`src/rtl/ex_stage_md_if.sv`:
```
// ID/EX inputs, forwarding sources and EX/MEM outputs of the execute stage.
interface ex_stage_md_if #(
  parameter int XLEN = 32,
  parameter int RAW  = 5
);
  logic            id_valid;
  logic            flush;
  logic [3:0]      alu_op;
  logic            alu_src1;
  logic            alu_src2;
  logic [2:0]      md_op;
  logic [1:0]      reg_dst;
  logic [4:0]      shamt;
  logic [XLEN-1:0] imm;
  logic [RAW-1:0]  rs;
  logic [RAW-1:0]  rt;
  logic [RAW-1:0]  rd;
  logic [XLEN-1:0] rs_data;
  logic [XLEN-1:0] rt_data;
  logic            mem_wr;
  logic            mem_rd;
  logic            reg_wr;
  logic [1:0]      mem_to_reg;
  logic [XLEN-1:0] pc_plus4;
  logic            mem_reg_wr;
  logic            wb_reg_wr;
  logic [RAW-1:0]  mem_wreg;
  logic [RAW-1:0]  wb_wreg;
  logic [XLEN-1:0] mem_wdata;
  logic [XLEN-1:0] wb_wdata;
  logic            ex_stall;
  logic [RAW-1:0]  ex_wreg;
  logic            xm_valid;
  logic            xm_mem_wr;
  logic            xm_mem_rd;
  logic            xm_reg_wr;
  logic [1:0]      xm_mem_to_reg;
  logic [RAW-1:0]  xm_wreg;
  logic [XLEN-1:0] xm_alu;
  logic [XLEN-1:0] xm_store;
  logic [XLEN-1:0] xm_pc4;

  modport master (
    output id_valid, flush, alu_op, alu_src1, alu_src2, md_op, reg_dst, shamt, imm,
           rs, rt, rd, rs_data, rt_data, mem_wr, mem_rd, reg_wr, mem_to_reg, pc_plus4,
           mem_reg_wr, wb_reg_wr, mem_wreg, wb_wreg, mem_wdata, wb_wdata,
    input  ex_stall, ex_wreg, xm_valid, xm_mem_wr, xm_mem_rd, xm_reg_wr, xm_mem_to_reg,
           xm_wreg, xm_alu, xm_store, xm_pc4
  );

  modport slave (
    input  id_valid, flush, alu_op, alu_src1, alu_src2, md_op, reg_dst, shamt, imm,
           rs, rt, rd, rs_data, rt_data, mem_wr, mem_rd, reg_wr, mem_to_reg, pc_plus4,
           mem_reg_wr, wb_reg_wr, mem_wreg, wb_wreg, mem_wdata, wb_wdata,
    output ex_stall, ex_wreg, xm_valid, xm_mem_wr, xm_mem_rd, xm_reg_wr, xm_mem_to_reg,
           xm_wreg, xm_alu, xm_store, xm_pc4
  );
endinterface

```
`src/rtl/ex_stage_md.sv`:
```
// Execute stage: operand forwarding, ALU, destination select, EX/MEM register,
// plus an iterative multiply/divide unit with HI/LO.
//   state | meaning
//   IDLE  | no mul/div in flight; mfhi/mflo may read HI/LO
//   BUSY  | one shift-add / restoring-divide step per cycle
//   DONE  | result ready, HI/LO written at the end of this cycle
module ex_stage_md #(
  parameter int XLEN     = 32,
  parameter int RAW      = 5,
  parameter int FAST_MUL = 0
) (
  input logic          clk,
  input logic          rst_n,
  ex_stage_md_if.slave bus
);
  localparam int SW = $clog2(XLEN);
  localparam int CW = $clog2(XLEN + 1);

  typedef enum logic [1:0] {IDLE, BUSY, DONE} state_t;
  state_t state, state_nx;

  logic [XLEN-1:0]   op_a, op_b, op1, op2, alu_res, result;
  logic [SW-1:0]     amt;
  logic              is_md, is_mf, sgn_c, div_c, a_neg, b_neg, start, xm_valid_nx;
  logic [XLEN-1:0]   mag_a, mag_bc;
  logic [2*XLEN-1:0] prod, prod_fix;
  logic [XLEN:0]     mul_sum, div_shl, div_diff;
  logic [XLEN-1:0]   q_fix, r_fix;
  logic [RAW-1:0]    wreg;

  logic [CW-1:0]     count;
  logic [XLEN-1:0]   acc_hi, acc_lo, mag_b, dvd, hi, lo;
  logic              mdiv, div_zero, neg_q, neg_r;

  logic              xm_valid, xm_mem_wr, xm_mem_rd, xm_reg_wr;
  logic [1:0]        xm_mem_to_reg;
  logic [RAW-1:0]    xm_wreg;
  logic [XLEN-1:0]   xm_alu, xm_store, xm_pc4;

  // MEM wins over WB; r0 is never forwarded
  always_comb begin
    op_a = bus.rs_data;
    if (bus.wb_reg_wr && bus.wb_wreg != '0 && bus.wb_wreg == bus.rs) op_a = bus.wb_wdata;
    if (bus.mem_reg_wr && bus.mem_wreg != '0 && bus.mem_wreg == bus.rs) op_a = bus.mem_wdata;
    op_b = bus.rt_data;
    if (bus.wb_reg_wr && bus.wb_wreg != '0 && bus.wb_wreg == bus.rt) op_b = bus.wb_wdata;
    if (bus.mem_reg_wr && bus.mem_wreg != '0 && bus.mem_wreg == bus.rt) op_b = bus.mem_wdata;
  end

  assign op1 = bus.alu_src1 ? {{(XLEN-5){1'b0}}, bus.shamt} : op_a;
  assign op2 = bus.alu_src2 ? bus.imm : op_b;
  assign amt = op1[SW-1:0];

  always_comb begin
    alu_res = '0;
    case (bus.alu_op)
      4'd0:    alu_res = op1 + op2;
      4'd1:    alu_res = op1 - op2;
      4'd2:    alu_res = op1 & op2;
      4'd3:    alu_res = op1 | op2;
      4'd4:    alu_res = op1 ^ op2;
      4'd5:    alu_res = ~(op1 | op2);
      4'd6:    alu_res = {{(XLEN-1){1'b0}}, ($signed(op1) < $signed(op2))};
      4'd7:    alu_res = {{(XLEN-1){1'b0}}, (op1 < op2)};
      4'd8:    alu_res = op2 << amt;
      4'd9:    alu_res = op2 >> amt;
      4'd10:   alu_res = XLEN'($signed(op2) >>> amt);
      4'd11:   alu_res = op2;
      default: alu_res = '0;
    endcase
  end

  always_comb begin
    wreg = bus.rt;
    case (bus.reg_dst)
      2'b00:   wreg = bus.rt;
      2'b01:   wreg = bus.rd;
      2'b10:   wreg = '1;
      default: wreg = RAW'(2**RAW - 6);
    endcase
  end
  assign bus.ex_wreg = wreg;

  assign is_md  = (bus.md_op >= 3'd1) && (bus.md_op <= 3'd4);
  assign is_mf  = (bus.md_op == 3'd5) || (bus.md_op == 3'd6);
  assign sgn_c  = (bus.md_op == 3'd1) || (bus.md_op == 3'd3);
  assign div_c  = (bus.md_op == 3'd3) || (bus.md_op == 3'd4);
  assign a_neg  = sgn_c && op_a[XLEN-1];
  assign b_neg  = sgn_c && op_b[XLEN-1];
  assign mag_a  = a_neg ? -op_a : op_a;
  assign mag_bc = b_neg ? -op_b : op_b;
  assign prod   = {{XLEN{1'b0}}, mag_a} * {{XLEN{1'b0}}, mag_bc};

  assign bus.ex_stall = bus.id_valid &&
                        ((is_md && state != DONE) || (is_mf && state != IDLE));

  always_comb begin
    state_nx = state;
    start    = 1'b0;
    case (state)
      IDLE: if (bus.id_valid && is_md && !bus.flush) begin
        start    = 1'b1;
        state_nx = (FAST_MUL != 0 && !div_c) ? DONE : BUSY;
      end
      BUSY:    if (count == CW'(1)) state_nx = DONE;
      DONE:    state_nx = IDLE;
      default: state_nx = IDLE;
    endcase
    if (bus.flush) state_nx = IDLE;
  end

  always_ff @(posedge clk or negedge rst_n) begin
    if (!rst_n) state <= IDLE;
    else        state <= state_nx;
  end

  // Iterations run on magnitudes; signs are applied when HI/LO are written
  assign mul_sum  = {1'b0, acc_hi} + (acc_lo[0] ? {1'b0, mag_b} : '0);
  assign div_shl  = {acc_hi, acc_lo[XLEN-1]};
  assign div_diff = div_shl - {1'b0, mag_b};
  assign prod_fix = neg_q ? -{acc_hi, acc_lo} : {acc_hi, acc_lo};
  assign q_fix    = neg_q ? -acc_lo : acc_lo;
  assign r_fix    = neg_r ? -acc_hi : acc_hi;

  always_ff @(posedge clk or negedge rst_n) begin
    if (!rst_n) begin
      count    <= '0;
      acc_hi   <= '0;
      acc_lo   <= '0;
      mag_b    <= '0;
      dvd      <= '0;
      mdiv     <= 1'b0;
      div_zero <= 1'b0;
      neg_q    <= 1'b0;
      neg_r    <= 1'b0;
      hi       <= '0;
      lo       <= '0;
    end else if (bus.flush) begin
      count <= '0;
    end else if (start) begin
      mag_b    <= mag_bc;
      dvd      <= op_a;
      mdiv     <= div_c;
      div_zero <= (op_b == '0);
      neg_q    <= a_neg ^ b_neg;
      neg_r    <= a_neg;
      if (FAST_MUL != 0 && !div_c) begin
        {acc_hi, acc_lo} <= prod;
        count            <= '0;
      end else begin
        acc_hi <= '0;
        acc_lo <= mag_a;
        count  <= CW'(XLEN);
      end
    end else if (state == BUSY) begin
      count <= count - CW'(1);
      if (!mdiv) begin
        acc_hi <= mul_sum[XLEN:1];
        acc_lo <= {mul_sum[0], acc_lo[XLEN-1:1]};
      end else if (!div_diff[XLEN]) begin
        acc_hi <= div_diff[XLEN-1:0];
        acc_lo <= {acc_lo[XLEN-2:0], 1'b1};
      end else begin
        acc_hi <= div_shl[XLEN-1:0];
        acc_lo <= {acc_lo[XLEN-2:0], 1'b0};
      end
    end else if (state == DONE) begin
      if (!mdiv) begin
        {hi, lo} <= prod_fix;
      end else if (div_zero) begin
        hi <= dvd;
        lo <= '1;
      end else begin
        hi <= r_fix;
        lo <= q_fix;
      end
    end
  end

  assign result      = is_mf ? ((bus.md_op == 3'd5) ? hi : lo) : alu_res;
  assign xm_valid_nx = bus.id_valid && !bus.ex_stall && !bus.flush;

  always_ff @(posedge clk or negedge rst_n) begin
    if (!rst_n) begin
      xm_valid      <= 1'b0;
      xm_mem_wr     <= 1'b0;
      xm_mem_rd     <= 1'b0;
      xm_reg_wr     <= 1'b0;
      xm_mem_to_reg <= '0;
      xm_wreg       <= '0;
      xm_alu        <= '0;
      xm_store      <= '0;
      xm_pc4        <= '0;
    end else begin
      xm_valid      <= xm_valid_nx;
      xm_mem_wr     <= xm_valid_nx && bus.mem_wr;
      xm_mem_rd     <= xm_valid_nx && bus.mem_rd;
      xm_reg_wr     <= xm_valid_nx && bus.reg_wr && !is_md;
      xm_mem_to_reg <= bus.mem_to_reg;
      xm_wreg       <= wreg;
      xm_alu        <= result;
      xm_store      <= op_b;
      xm_pc4        <= bus.pc_plus4;
    end
  end

  assign bus.xm_valid      = xm_valid;
  assign bus.xm_mem_wr     = xm_mem_wr;
  assign bus.xm_mem_rd     = xm_mem_rd;
  assign bus.xm_reg_wr     = xm_reg_wr;
  assign bus.xm_mem_to_reg = xm_mem_to_reg;
  assign bus.xm_wreg       = xm_wreg;
  assign bus.xm_alu        = xm_alu;
  assign bus.xm_store      = xm_store;
  assign bus.xm_pc4        = xm_pc4;
endmodule
```
`src/flat_wrapper.sv`:
```
// flat-port wrapper written by rule: the top's interface ports become plain ports
module ex_stage_md_flat 
#(
  parameter int XLEN     = 32,
  parameter int RAW      = 5,
  parameter int FAST_MUL = 0
)
  (clk, rst_n, bus_id_valid, bus_flush, bus_alu_op, bus_alu_src1, bus_alu_src2, bus_md_op, bus_reg_dst, bus_shamt, bus_imm, bus_rs, bus_rt, bus_rd, bus_rs_data, bus_rt_data, bus_mem_wr, bus_mem_rd, bus_reg_wr, bus_mem_to_reg, bus_pc_plus4, bus_mem_reg_wr, bus_wb_reg_wr, bus_mem_wreg, bus_wb_wreg, bus_mem_wdata, bus_wb_wdata, bus_ex_stall, bus_ex_wreg, bus_xm_valid, bus_xm_mem_wr, bus_xm_mem_rd, bus_xm_reg_wr, bus_xm_mem_to_reg, bus_xm_wreg, bus_xm_alu, bus_xm_store, bus_xm_pc4);
  ex_stage_md_if #(.XLEN(XLEN), .RAW(RAW)) bus_i ();
  input logic clk;
  input logic rst_n;
  input wire logic [$bits(bus_i.id_valid)-1:0] bus_id_valid;
  input wire logic [$bits(bus_i.flush)-1:0] bus_flush;
  input wire logic [$bits(bus_i.alu_op)-1:0] bus_alu_op;
  input wire logic [$bits(bus_i.alu_src1)-1:0] bus_alu_src1;
  input wire logic [$bits(bus_i.alu_src2)-1:0] bus_alu_src2;
  input wire logic [$bits(bus_i.md_op)-1:0] bus_md_op;
  input wire logic [$bits(bus_i.reg_dst)-1:0] bus_reg_dst;
  input wire logic [$bits(bus_i.shamt)-1:0] bus_shamt;
  input wire logic [$bits(bus_i.imm)-1:0] bus_imm;
  input wire logic [$bits(bus_i.rs)-1:0] bus_rs;
  input wire logic [$bits(bus_i.rt)-1:0] bus_rt;
  input wire logic [$bits(bus_i.rd)-1:0] bus_rd;
  input wire logic [$bits(bus_i.rs_data)-1:0] bus_rs_data;
  input wire logic [$bits(bus_i.rt_data)-1:0] bus_rt_data;
  input wire logic [$bits(bus_i.mem_wr)-1:0] bus_mem_wr;
  input wire logic [$bits(bus_i.mem_rd)-1:0] bus_mem_rd;
  input wire logic [$bits(bus_i.reg_wr)-1:0] bus_reg_wr;
  input wire logic [$bits(bus_i.mem_to_reg)-1:0] bus_mem_to_reg;
  input wire logic [$bits(bus_i.pc_plus4)-1:0] bus_pc_plus4;
  input wire logic [$bits(bus_i.mem_reg_wr)-1:0] bus_mem_reg_wr;
  input wire logic [$bits(bus_i.wb_reg_wr)-1:0] bus_wb_reg_wr;
  input wire logic [$bits(bus_i.mem_wreg)-1:0] bus_mem_wreg;
  input wire logic [$bits(bus_i.wb_wreg)-1:0] bus_wb_wreg;
  input wire logic [$bits(bus_i.mem_wdata)-1:0] bus_mem_wdata;
  input wire logic [$bits(bus_i.wb_wdata)-1:0] bus_wb_wdata;
  output wire logic [$bits(bus_i.ex_stall)-1:0] bus_ex_stall;
  output wire logic [$bits(bus_i.ex_wreg)-1:0] bus_ex_wreg;
  output wire logic [$bits(bus_i.xm_valid)-1:0] bus_xm_valid;
  output wire logic [$bits(bus_i.xm_mem_wr)-1:0] bus_xm_mem_wr;
  output wire logic [$bits(bus_i.xm_mem_rd)-1:0] bus_xm_mem_rd;
  output wire logic [$bits(bus_i.xm_reg_wr)-1:0] bus_xm_reg_wr;
  output wire logic [$bits(bus_i.xm_mem_to_reg)-1:0] bus_xm_mem_to_reg;
  output wire logic [$bits(bus_i.xm_wreg)-1:0] bus_xm_wreg;
  output wire logic [$bits(bus_i.xm_alu)-1:0] bus_xm_alu;
  output wire logic [$bits(bus_i.xm_store)-1:0] bus_xm_store;
  output wire logic [$bits(bus_i.xm_pc4)-1:0] bus_xm_pc4;
  assign bus_i.id_valid = bus_id_valid;
  assign bus_i.flush = bus_flush;
  assign bus_i.alu_op = bus_alu_op;
  assign bus_i.alu_src1 = bus_alu_src1;
  assign bus_i.alu_src2 = bus_alu_src2;
  assign bus_i.md_op = bus_md_op;
  assign bus_i.reg_dst = bus_reg_dst;
  assign bus_i.shamt = bus_shamt;
  assign bus_i.imm = bus_imm;
  assign bus_i.rs = bus_rs;
  assign bus_i.rt = bus_rt;
  assign bus_i.rd = bus_rd;
  assign bus_i.rs_data = bus_rs_data;
  assign bus_i.rt_data = bus_rt_data;
  assign bus_i.mem_wr = bus_mem_wr;
  assign bus_i.mem_rd = bus_mem_rd;
  assign bus_i.reg_wr = bus_reg_wr;
  assign bus_i.mem_to_reg = bus_mem_to_reg;
  assign bus_i.pc_plus4 = bus_pc_plus4;
  assign bus_i.mem_reg_wr = bus_mem_reg_wr;
  assign bus_i.wb_reg_wr = bus_wb_reg_wr;
  assign bus_i.mem_wreg = bus_mem_wreg;
  assign bus_i.wb_wreg = bus_wb_wreg;
  assign bus_i.mem_wdata = bus_mem_wdata;
  assign bus_i.wb_wdata = bus_wb_wdata;
  assign bus_ex_stall = bus_i.ex_stall;
  assign bus_ex_wreg = bus_i.ex_wreg;
  assign bus_xm_valid = bus_i.xm_valid;
  assign bus_xm_mem_wr = bus_i.xm_mem_wr;
  assign bus_xm_mem_rd = bus_i.xm_mem_rd;
  assign bus_xm_reg_wr = bus_i.xm_reg_wr;
  assign bus_xm_mem_to_reg = bus_i.xm_mem_to_reg;
  assign bus_xm_wreg = bus_i.xm_wreg;
  assign bus_xm_alu = bus_i.xm_alu;
  assign bus_xm_store = bus_i.xm_store;
  assign bus_xm_pc4 = bus_i.xm_pc4;
  ex_stage_md #(.XLEN(XLEN), .RAW(RAW), .FAST_MUL(FAST_MUL)) u_core (.clk(clk), .rst_n(rst_n), .bus(bus_i));
endmodule
```
`config.mk`:
```
export PLATFORM = sky130hd
export DESIGN_NAME = ex_stage_md_flat
export DESIGN_NICKNAME = d
export VERILOG_FILES = /design/src/rtl/ex_stage_md_if.sv /design/src/rtl/ex_stage_md.sv /design/src/flat_wrapper.sv
export SDC_FILE = /design/constraint.sdc
export NUM_CORES = 2
export LEC_CHECK = 0
export CAP_MARGIN = 20
export CORE_UTILIZATION = 30
export CTS_CLUSTER_SIZE = 30
export DETAILED_ROUTE_END_ITERATION = 10
export SLEW_MARGIN = 20
export SYNTH_ARGS = -nofsm -noshare
export SYNTH_HDL_FRONTEND = slang
export SYNTH_SLANG_ARGS = --single-unit
export TNS_END_PERCENT = 1
```
`constraint.sdc`:
```
create_clock -name clk -period 5 [get_ports clk]
set_input_delay 1 -clock clk [delete_from_list [all_inputs] [get_ports clk]]
set_output_delay 1 -clock clk [all_outputs]
set_load 0.02 [all_outputs]
```
# Word-level counts from Yosys, hierarchy flattened
# Index checks and enable logic that the tools add are counted.
[classes]
n_addsub = 10
n_eq_ne = 28
n_shift = 3
order_cmp = 4
mux = 37
n_reduce_logical = 40
bitwise_logic = 8
[op_table]
columns = ["cell", "count"]
rows = [
  ["2-to-1 mux 32 bit", 24],
  ["case mux 32 bit (12 select lines)", 1],
  ["negation 32 bit", 4],
  ["< comparator 32 bit", 2],
  ["2-to-1 mux 64 bit", 1],
  ["negation 64 bit", 1],
  ["adder 32 x 33 -> 33 bit", 1],
  ["subtractor 33 x 32 -> 33 bit", 1],
  ["adder 32 bit", 1],
  ["bitwise AND 32 bit", 1],
  ["zero test 32 bit", 1],
  ["NOT 32 bit", 1],
  ["OR 32 bit", 1],
  ["left shift 32 x 5 -> 32 bit", 1],
  [">> shifter 32 x 5 -> 32 bit", 1],
  [">>> shifter 32 x 5 -> 32 bit", 1],
  ["subtractor 32 bit", 1],
  ["bitwise XOR 32 bit", 1],
  ["== test 5 bit", 4],
  ["logical AND 1 bit", 20],
  ["2-to-1 mux 6 bit", 3],
  ["== test 4 x 3 -> 1 bit (second input constant)", 4],
  ["== test 4 bit (second input constant)", 4],
  ["case mux 5 bit (3 select lines)", 1],
  ["other kinds (27)", 49],
]
[totals]
inputBits = 244
out_inout_bits = 113
ff_bits = 311

# Depth between registers and ports, before layout
[logic_depth]
depth_word = 10
ltp_mapped = 25
mapped_depth_nobuf = 20

# Worst setup path after synthesis
# No wires, ideal clock.
[synth_timing]
path_type = "input to register"
start = "input bus_wb_wreg[0]"
end = "register u_core.xm_alu[25], in the netlist u_core.bus.xm_alu[25]"
required_time_ns = 4.871
stages = 19
slack_ns = -1.308
arrival_time_ns = 6.179
path_cell_list = "buf_2 xor2_1 or4b_4 o21ai_0 a31oi_1 mux2i_1 buf_2 buf_2 clkbuf_1 ha_1 a211oi_1 o21bai_1 o311a_1 a2111o_1 a41o_1 a21o_1 a221oi_1 a21oi_1 o41a_1"
[synth_between]
elab_chain_len = 10
[synth_rtl]
columns = ["element", "line", "rtl"]
rows = [
  ["start, declared", "flat_wrapper.sv:34", "input wire logic [$bits(bus_i.wb_wreg)-1:0] bus_wb_wreg;"],
  ["parallel branches: the longest is 8 deep, another holds subtractor 32 bit", "-", ""],
  ["case mux 32 bit (12 select lines) (*)", "ex_stage_md.sv:56", "case (bus.alu_op)"],
  ["2-to-1 mux 32 bit (*)", "ex_stage_md.sv:180", "assign result = is_mf ? ((bus.md_op == 3'd5) ? hi : lo) : alu_res;"],
  ["via u_core.result[25]", "ex_stage_md.sv:22", "logic [XLEN-1:0] op_a, op_b, op1, op2, alu_res, result;"],
  ["end signal, assigned", "ex_stage_md.sv:201", "xm_alu <= result;"],
  ["end, declared", "ex_stage_md.sv:38", "logic [XLEN-1:0] xm_alu, xm_store, xm_pc4;"],
]
# Mark *: on every way through the listed nets, which the timed path passes.
# A chain may end at the register's enable or synchronous reset.

# Worst setup path in the final report
[layout_timing]
start = "input bus_wb_wreg[1]"
end = "register u_core.xm_alu[24], in the netlist u_core.bus.xm_alu[24]"
[layout_lines]
columns = ["element", "line", "rtl"]
rows = [
  ["nonzero test 5 bit", "ex_stage_md.sv:46", "if (bus.wb_reg_wr && bus.wb_wreg != '0 && bus.wb_wreg == bus.rt) op_b = bus.wb_wdata;"],
  ["logical AND 1 bit", "ex_stage_md.sv:46", ""],
  ["logical AND 1 bit (*)", "ex_stage_md.sv:46", ""],
  ["2-to-1 mux 32 bit (*)", "ex_stage_md.sv:46", ""],
  ["2-to-1 mux 32 bit (*)", "ex_stage_md.sv:47", "if (bus.mem_reg_wr && bus.mem_wreg != '0 && bus.mem_wreg == bus.rt) op_b = bus.mem_wdata;"],
  ["via u_core.op_b[12]", "ex_stage_md.sv:22", ""],
  ["2-to-1 mux 32 bit (*)", "ex_stage_md.sv:51", "assign op2 = bus.alu_src2 ? bus.imm : op_b;"],
  ["subtractor 32 bit (tied with other cells)", "ex_stage_md.sv:58", "4'd1: alu_res = op1 - op2;"],
  ["case mux 32 bit (12 select lines) (*)", "ex_stage_md.sv:56", ""],
  ["2-to-1 mux 32 bit (*)", "ex_stage_md.sv:180", ""],
  ["via u_core.result[24]", "ex_stage_md.sv:22", ""],
]
# Mark *: on every way through the listed nets, which the timed path passes. The rest lies on a longest branch.

==> results.toml <==
[cells_and_area]
utilization_pct = 44.38
final_nets = 5394
final_layout_size_suffix_gt1_share_pct = 26.68
n_fill_cell = 10170
area_growth_pct = 45.85

[clock_network]
path_clk_slew_ns = 0.07
numClockSinks = 311
cts_max_level = 2
cts_hold_buf = 0
insertion_delay_ns = 0.61
cts_buffers = 39
root_buffer = "clkbuf_16"
cts_buffer_depth = 3
cts_tree = "yes"

[timing]
slew_headroom_pct = 27.84
drv_slew = 0
rsz0062_at_grt = "true"
whs_ns = 0.3536
layout_min_cycle_time_ns = 5.130
finalHoldViolCount = 0
worst_slack_ns = -0.1295
finalSetupViolations = 9
tightest_slew_ns = 1.082
fin_skew_ns = 0.02797
finalCritPeriodShare_pct = 102.6
max_freq_mhz = 195.0

[worst_setup_path]
path_buf_inv = 5
cp-end-kind = "flop"
critPathArrivalTime_ns = 5.61
crit_path_max_incr_delay_ns = 0.60
crit_cells = 21
crit_slowest_cell = "or4_4"
crit_fanout = 13
crit_family = "compound AO/OA/AOI/OAI gates"
start_kind = "input pin"
cp.required_ns = 5.48
worstPathCellList = "buf_2, or4_4, o211a_4, buf_12, buf_4, nand3_1, a31oi_2, buf_12, mux2i_4, inv_2, ha_4, nand2_1, nor2_2, o211ai_1, a31oi_4, a311o_1, a31oi_2, a211o_1, a221oi_2, o21ai_1, o32a_1"
ff2ff_path_depth = 17
worstSetupPathType = "input pin to flop"

[synthesis]
seq_area_frac_synth_pct = 24.96
synth_top_area_share_pct = 24.96
ys.flop_type = "dfrtp_1"
netlist_area_mm2 = 0.03118
ys_types = 96
syn-num-nets = 4391
ys_ff_latch = 311
syn_inst = 3970
synth_edf_count = 0
synth.most_common_cell = "nand2_1"
synth_area_leaders = "dfrtp_1 25%, mux2i_1 7.2%, ha_1 6.9%"
ys_warn_count = 0
synth_area_per_cell_um2 = 7.854
synthArstFlopShare_pct = 100.0
synth_commonest_cells = "515 x nand2_1, 388 x o21ai_0, 311 x dfrtp_1, 272 x nor2_1, 256 x a21oi_1"
synth_top_area_cell = "dfrtp_1"

[grt]
grt_util_all_layers_pct = 30.31
grt_most_used_layer = "met2"
grt_pass1_wl_um = 240500
gr-total-overflow = 0
grt_max_degree = 93
grt_pass1_vias = 35310
use_met2_pct = 46.15
use_met3_pct = 6.320
antenna_found_initial = 7
use_met1_pct = 39.23

[routing]
first_pass_iters = 6
vias = 36510
drt-vias-per-instance = 5.725
wl_um = 165200
drtIter0Drc = 3940
routedWlPerCell_um = 25.91
drtAntennaViolNets = 0
route.detailed.drc = 0

[die]
die_area_mm2 = 0.1052
die_y_um = 324.4
core_mm2 = 0.1025
io_pins = 357
die_x_um = 324.4
start_util_pct = 30.43
num_rows = 117

[place]
port_buffers = 356
place_hpwl_um = 131400
place_congestion = 1.086

[power_and_ir_drop]
power.share.clock_pct = 19.1
power.total_w = 0.01650
max-vdd-ir-drop_mv = 0.4564
leakagePower_nw = 19.67
p_seq_share_pct = 23.7
p_sw_w = 0.007351
power_frac_comb_pct = 57.2
powerDensity_mw_per_mm2 = 362.8
p_int_w = 0.009149
p_sw_share_pct = 44.55

[outcome]
status = "complete, but fails checks"
violations = "setup timing"

[hold_path]
hold_class = "input pin to async pin"

[flow_run]
drv_cap = 0
==> power by group through the flow <==
| stage | Sequential, W | Clock, W | Combinational, W |
|---|---|---|---|
| 2_1_floorplan | 0.00358 | 0 | 0.00584 |
| 3_3_place_gp | 0.00391 | 0 | 0.00883 |
| 3_5_place_dp | 0.00393 | 0 | 0.00891 |
| 4_1_cts | 0.00389 | 0.00321 | 0.00920 |
| 5_1_grt | 0.00399 | 0.00329 | 0.0102 |
| 6_report | 0.00391 | 0.00316 | 0.00943 |
==> cells in the final DEF, fill, tap and decap left out, drive strengths merged, types with 56 or more instances in the layout <==
| cell type | Yosys | final |
|---|---|---|
| a21oi | 256 | 256 |
| ha | 173 | 173 |
| buf | 62 | 905 |
| o21ai | 406 | 406 |
| clkdlybuf4s50 | 0 | 332 |
| clkbuf | 225 | 56 |
| a21o | 66 | 66 |
| nand2b | 63 | 63 |
| mux2i | 228 | 228 |
| a31oi | 82 | 82 |
| o211ai | 68 | 68 |
| nor2 | 274 | 274 |
| xnor2 | 146 | 146 |
| dfrtp | 311 | 311 |
| nand3 | 85 | 85 |
| nand2 | 515 | 515 |
| inv | 162 | 165 |
| nor3 | 72 | 72 |
| xor2 | 83 | 83 |
==> path summary, 6_finish.rpt <==
check,from,to,slack (ns)
setup / recovery,bus_wb_wreg[1],u_core.bus.xm_alu[24],-0.13
hold / removal,rst_n,u_core.bus.xm_alu[11],0.35
setup reg to reg,u_core.acc_lo[31],u_core.acc_hi[0],0.49
hold reg to reg,u_core.dvd[12],u_core.dvd[12],0.48
max in group asynchronous,rst_n,u_core.mag_b[5],3.49
min in group clk,u_core.dvd[12],u_core.dvd[12],0.48
==> per-layer routing <==
| layer | part of all wire (%) | vias up |
|---|---|---|
| met5 | 0.025 | - |
| met4 | 7.2 | 6 |
| met3 | 8.9 | 386 |
| met2 | 43 | 1896 |
| met1 | 41 | 17770 |
| li1 | - | 16450 |
==> worst register-to-register path, stage by stage (launching register included) <==
cell,delay [ns]
dfrtp_1,0.41
inv_1,0.20
ha_1,0.24
inv_1,0.07
fa_1,0.40
a21o_1,0.20
a21oi_1,0.24
o21bai_1,0.13
a2111oi_0,0.53
buf_4,0.22
nor3_1,0.06
o21ai_0,0.32
or3_1,0.24
a221o_1,0.21
xnor2_2,0.14
buf_12,0.27
mux2_2,0.41
o21ai_0,0.14
==> what timing repair did <==
item,CTS,global route
setup buffers,70,3
setup endpoints to repair,32,27
gates resized for setup,294,82
cloned,3,0
pin swaps,83,49
==> cell families (layout without fill, tap and decap cells) <==
logic type      after synthesis  after routing  synth area share (%)
simple gates               1254           1254                 18.58
compound gates             1253           1253                 25.87
buf+inv                     450           1484                 5.706
flops                       311            311                 24.96
mux                         296            296                 11.26
xor+xnor                    229            229                 6.432
fa+ha+maj                   177            177                 7.199
other cells                   0              5                     0
==> per-stage QoR <==
stage / instances / TNS (ns) / setup WS (ns) / instance area, um2
floorplan: 3970 / -8.903 / -0.5794 / 31610
global placement: 6225 / -38.21 / -1.472 / 42070
detailed placement: 6225 / -40.46 / -1.588 / 42070
CTS: 6369 / -0.007921 / -0.004823 / 45120
global route: 6372 / -1.854 / -0.1807 / 45470
finish: 6377 / -0.5631 / -0.1295 / 45480
==> area by class of cell <==
type	count	area, um2	share of cell area [%]
Multi-Input combinational cell	3209	23200	51.02
Timing Repair Buffer	1249	10740	23.62
Sequential cell	311	7787	17.12
Tap cell	1368	1712	3.764
Clock buffer	53	1139	2.504
Inverter	163	619.3	1.362
Clock inverter	19	266.5	0.5860
Antenna cell	5	12.51	0.02751
Note: power is estimated with default switching activity, not from simulation.
